File: config.mk
export PLATFORM = sky130hd
export DESIGN_NAME = com_bus_arbiter_i
export DESIGN_NICKNAME = d
export VERILOG_FILES = /design/src/rtl/com_bus_arbiter_i.sv
export SDC_FILE = /design/constraint.sdc
export NUM_CORES = 1
export LEC_CHECK = 0
export CAP_MARGIN = 30
export CORE_AREA = 2 2 42 72
export DETAILED_ROUTE_END_ITERATION = 12
export DIE_AREA = 0 0 44 74
export PLACE_DENSITY_LB_ADDON = 0.08
export SYNTH_ARGS = -nofsm -noshare
export SYNTH_HDL_FRONTEND = slang
export SYNTH_SLANG_ARGS = --single-unit
File: constraint.sdc
create_clock -name clk -period 4.8 [get_ports clk]
set_clock_uncertainty 0.05 [all_clocks]
set_input_delay 0.48 -clock clk [delete_from_list [all_inputs] [get_ports clk]]
set_output_delay 0.48 -clock clk [all_outputs]
set_load 0.1 [all_outputs]
File: src/rtl/com_bus_arbiter_i.sv
//==============================================================================
// Module   : com_bus_arbiter_i
// Purpose  : Round-robin arbiter for the instruction-side common bus. Grants
//            one cache at a time, forces a one-cycle turnaround between
//            owners and revokes ownership held for MAX_HOLD cycles.
// Ports    : clk, rst_n            - clock, async active-low reset
//            Com_Bus_Req_proc      - per-cache level-sensitive requests
//            Com_Bus_Gnt_proc      - one-hot-or-zero grant vector
//            Gnt_id                - index of current / most recent owner
//            Bus_busy              - high while any grant bit is high
//            Timeout_err           - one-cycle pulse on forced revocation
// Revision : 1.0 - initial release
//==============================================================================
`default_nettype none

module com_bus_arbiter_i #(
    parameter int NUM_REQ  = 4,
    parameter int ID_W     = 2,
    parameter int MAX_HOLD = 16
) (
    input  logic               clk,
    input  logic               rst_n,
    input  logic [NUM_REQ-1:0] Com_Bus_Req_proc,
    output logic [NUM_REQ-1:0] Com_Bus_Gnt_proc,
    output logic [ID_W-1:0]    Gnt_id,
    output logic               Bus_busy,
    output logic               Timeout_err
);

    localparam logic [1:0]      c_idle     = 2'd0;
    localparam logic [1:0]      c_grant    = 2'd1;
    localparam logic [1:0]      c_turn     = 2'd2;
    localparam logic [7:0]      c_max_hold = 8'(MAX_HOLD);
    // Pointer starts at the top index so requester 0 is searched first.
    localparam logic [ID_W-1:0] c_last_rst = ID_W'(NUM_REQ - 1);

    logic [1:0]         r_state;
    logic [1:0]         w_state_nxt;
    logic [NUM_REQ-1:0] r_gnt;
    logic [NUM_REQ-1:0] w_gnt_nxt;
    logic [ID_W-1:0]    r_gnt_id;
    logic [ID_W-1:0]    w_gnt_id_nxt;
    logic [ID_W-1:0]    r_last;
    logic [ID_W-1:0]    w_last_nxt;
    logic [7:0]         r_hold;
    logic [7:0]         w_hold_nxt;
    logic               r_busy;
    logic               r_timeout;
    logic               w_timeout_nxt;

    logic               w_any;
    logic               w_own_req;
    logic [ID_W-1:0]    w_sel;
    logic [NUM_REQ-1:0] w_sel_oh;
    logic [7:0]         w_hold_inc;
    logic               w_hold_hit;
    int                 w_best;
    int                 w_dist;

    assign w_any     = |Com_Bus_Req_proc;
    // Only the owner's bit is set in r_gnt, so this isolates its request.
    assign w_own_req = |(Com_Bus_Req_proc & r_gnt);

    // Hold count including the cycle now ending; revoke once it reaches the limit.
    assign w_hold_inc = (r_hold == c_max_hold) ? c_max_hold : r_hold + 8'd1;
    assign w_hold_hit = (w_hold_inc == c_max_hold);

    // Round-robin pick: the requester with the smallest circular distance
    // past the last owner wins. Distance 0 is last+1, NUM_REQ-1 is last itself.
    always_comb begin
        w_sel  = r_last;
        w_best = NUM_REQ;
        w_dist = 0;
        for (int i = 0; i < NUM_REQ; i++) begin
            if (Com_Bus_Req_proc[i]) begin
                w_dist = (i + NUM_REQ - 1 - int'(r_last)) % NUM_REQ;
                if (w_dist < w_best) begin
                    w_best = w_dist;
                    w_sel  = ID_W'(i);
                end
            end
        end
    end

    always_comb begin
        w_sel_oh = '0;
        for (int i = 0; i < NUM_REQ; i++) begin
            w_sel_oh[i] = (ID_W'(i) == w_sel);
        end
    end

    // State and output registers
    always_ff @(posedge clk or negedge rst_n) begin
        if (!rst_n) begin
            r_state   <= c_idle;
            r_gnt     <= '0;
            r_gnt_id  <= '0;
            r_last    <= c_last_rst;
            r_hold    <= 8'd0;
            r_busy    <= 1'b0;
            r_timeout <= 1'b0;
        end else begin
            r_state   <= w_state_nxt;
            r_gnt     <= w_gnt_nxt;
            r_gnt_id  <= w_gnt_id_nxt;
            r_last    <= w_last_nxt;
            r_hold    <= w_hold_nxt;
            r_busy    <= |w_gnt_nxt;
            r_timeout <= w_timeout_nxt;
        end
    end

    // Next-state logic
    always_comb begin
        w_state_nxt = r_state;
        case (r_state)
            c_idle, c_turn: w_state_nxt = w_any ? c_grant : c_idle;
            c_grant: begin
                if (!w_own_req || w_hold_hit) begin
                    w_state_nxt = c_turn;
                end
            end
            default: w_state_nxt = c_idle;
        endcase
    end

    // Next values of the registered outputs
    always_comb begin
        w_gnt_nxt     = r_gnt;
        w_gnt_id_nxt  = r_gnt_id;
        w_last_nxt    = r_last;
        w_hold_nxt    = r_hold;
        w_timeout_nxt = 1'b0;
        case (r_state)
            c_idle, c_turn: begin
                if (w_any) begin
                    w_gnt_nxt    = w_sel_oh;
                    w_gnt_id_nxt = w_sel;
                    w_last_nxt   = w_sel;
                    w_hold_nxt   = 8'd0;
                end else begin
                    w_gnt_nxt    = '0;
                end
            end
            c_grant: begin
                if (!w_own_req) begin
                    // Voluntary release wins over a coincident timeout.
                    w_gnt_nxt     = '0;
                end else if (w_hold_hit) begin
                    w_gnt_nxt     = '0;
                    w_timeout_nxt = 1'b1;
                end else begin
                    w_hold_nxt    = w_hold_inc;
                end
            end
            default: w_gnt_nxt = '0;
        endcase
    end

    assign Com_Bus_Gnt_proc = r_gnt;
    assign Gnt_id           = r_gnt_id;
    assign Bus_busy         = r_busy;
    assign Timeout_err      = r_timeout;

endmodule

`default_nettype wire

==> flow_summary.toml <==
[cells_and_area]
n_fill_cell = 258
drive_gt1_frac = 0.132
finalCoreUtilization = 0.599
fin_area_um2 = 1610
stdcell_count = 186
synthToLayoutAreaGrowth_pct = 12.4
nNetsFinal = 170
antenna_cells = 0

[logic_synthesis]
yosys-top-cells-count = "dfrtp_1, nor2_1, inv_1"
async_reset_ff_frac = 1.00
synth.most_common_cell = "dfrtp_1"
synth_top_area_share = 0.314
yosys_warnings = 0
synth_top_area_cell = "dfrtp_1"
synth_area_um2 = 1430
synthFlopType = "dfrtp_1"
synth_cell_types = 54
synth-edff-count = 0
synth.avg_cell_area_um2 = 9.68
synthesis.nets = 158
ys_ff_latch = 20
synthTopCellsByArea = "dfrtp_1, nor2_1, dfstp_2"
yosysSeqAreaShare = 0.351
syn-instance-count = 148

[drt]
wl_per_cell_um = 18.5
viasPerCell = 6.50
wl_met2_mm = 1.99
drc_errors = 0
ant_nets = 0
dr.max_layer_used = "met4"
drt_iter0_drc = 17
wl_met3_um = 74
dr_total_vias = 1209
wl_met1_mm = 1.24
routed_wl_mm = 3.43
dr.pass1.iters = 4

[power_and_ir_drop]
power_density_nw_per_um2 = 781
cellLeakagePower_nw = 0.690
peakVddDrop_mv = 0.421
p_total_mw = 1.26

[flow_run]
drv_cap = 0

[floorplanning]
die-area_um2 = 3260
die_h_um = 74
die_x_um = 44
rows = 25
start_util = 0.533
io_pins = 14
core_um2 = 2690

[setup_path]
cp-start-kind = "primary input"
cp_max_fo = 10
worst_ep_required_time_ps = 4900
rr_worst_depth = 15
crit-reg2reg-launch = "r_last[0]"
worstSetupStartpoint = "Com_Bus_Req_proc[0]"
worst-setup-path-type = "primary input to register"
cp.arrival_ps = 3950
end_kind = "register"

[global_route]
grt_pass1_wl_mm = 5.94
grtUsageTotal = 0.251
grt_max_degree = 21
grt_overflow = 0
antenna_found_initial = 0
first_global_vias = 1291

[timing]
rsz0062_at_grt = "no"
min_period_ps = 3850
hold_viol = 0
setup_viol = 0
drv_slew = 0
worstMarginPinSlew_ps = 968
clock.fmax_mhz = 260
setup_tns_ps = 0
max-slew-margin-rel = 0.353
fin_crit_sh = 0.802

[placement]
dpl-instance-area_um2 = 1560
dpl.hpwl_mm = 2.68
place.gp.congestion = 0.868
placedCellCount = 182
numPortBuffers = 13

[clocking]
cts_buffers = 3
cts_buffer_depth = 2
cts_max_level = 1
clockRootBuffer = "clkbuf_8"
clk_pin_slew_worst_paths_ps = 70
clk_latency_ps = 270
clock-sinks = 20
cts_tree = "built"
cts_hold_buffers = 0
post_cts_buffers = 0
cts_resized = 0

[hold_path]
hold_path.class = "register to register"
hp-start = "Gnt_id[0]"
hold_depth = 1

[outcome]
status = "completed"
registers in the layout (all words and copies together) (netlist names):
signal            count
r_hold                8
Bus_busy              1
r_state               2
r_last                2
Timeout_err           1
Gnt_id                2
Com_Bus_Gnt_proc      4
per-stage QoR:
step	hold WS (ps)	worst slack, ps
2_1_floorplan	134	1380
3_3_place_gp	426	838
3_5_place_dp	438	702
4_1_cts	455	986
5_1_grt	478	714
6_report	450	949
path summary, 6_finish.rpt:
| kind | end | slack (ps) |
|---|---|---|
| worst max-delay path | r_hold[0] | 950 |
| min in group asynchronous | Timeout_err | 670 |
| max in group asynchronous | Bus_busy | 3480 |
| worst min register to register | Gnt_id[0] | 450 |
| worst min-delay path | Gnt_id[0] | 450 |
| worst max register to register | r_hold[0] | 1060 |
critical path, stage by stage:
cell and delay (ps):
clkdlybuf4s50_1 680, nand2b_1 100, ha_1 210, nand2b_1 200, a22oi_1 160, nor3_1 70, a21oi_1 130, ha_1 270
a21oi_1 330, o21a_1 160, o41ai_1 90, nor3b_2 200, a211oi_4 340, nand3_4 190, mux2_4 340
routing by layer:
layer	global-route usage	vias up
met2	0.462	24
met4	0.175	0
met1	0.247	615
met5	0	-
li1	-	561
met3	0.0364	9
area by class of cell:
class                           instances  area (um2)  area share
Tap cell                               27        33.8      0.0210
Clock buffer                            4        55.1      0.0342
Timing Repair Buffer                   13         130      0.0808
Inverter                               12        45.0      0.0280
Multi-Input combinational cell        110         843       0.524
Sequential cell                        20         503       0.312
placed cells by master, fill, tap and decap left out, types with 3 or more instances in the layout:
master	synthesis	layout
a31oi_1	3	3
nand2_1	4	4
xnor2_1	3	3
nor3_1	3	3
o21ai_0	3	3
nor2_1	15	15
a21o_1	5	5
o21a_1	4	4
nand3_1	4	4
nand2b_1	8	8
clkbuf_8	0	4
ha_1	4	4
clkdlybuf4s50_1	0	13
inv_1	12	12
dfrtp_1	18	18
a21oi_1	9	9
a22o_1	4	4
where the power goes:
part	switching, mW	leakage (nW)	internal (mW)
logic	0.542	0.402	0.283
clock network	0.0563	0.0288	0.0732
registers	0.0700	0.259	0.232
logic make-up after synthesis:
family | count (synthesis) | share of synthesized area
mux | 5 | 0.0428
simple gates | 50 | 0.220
fa+ha+maj | 4 | 0.0349
xor+xnor | 3 | 0.0183
compound gates | 48 | 0.272
buf+inv | 18 | 0.0603
flops | 20 | 0.351
Power figures use the tool's default switching activity.
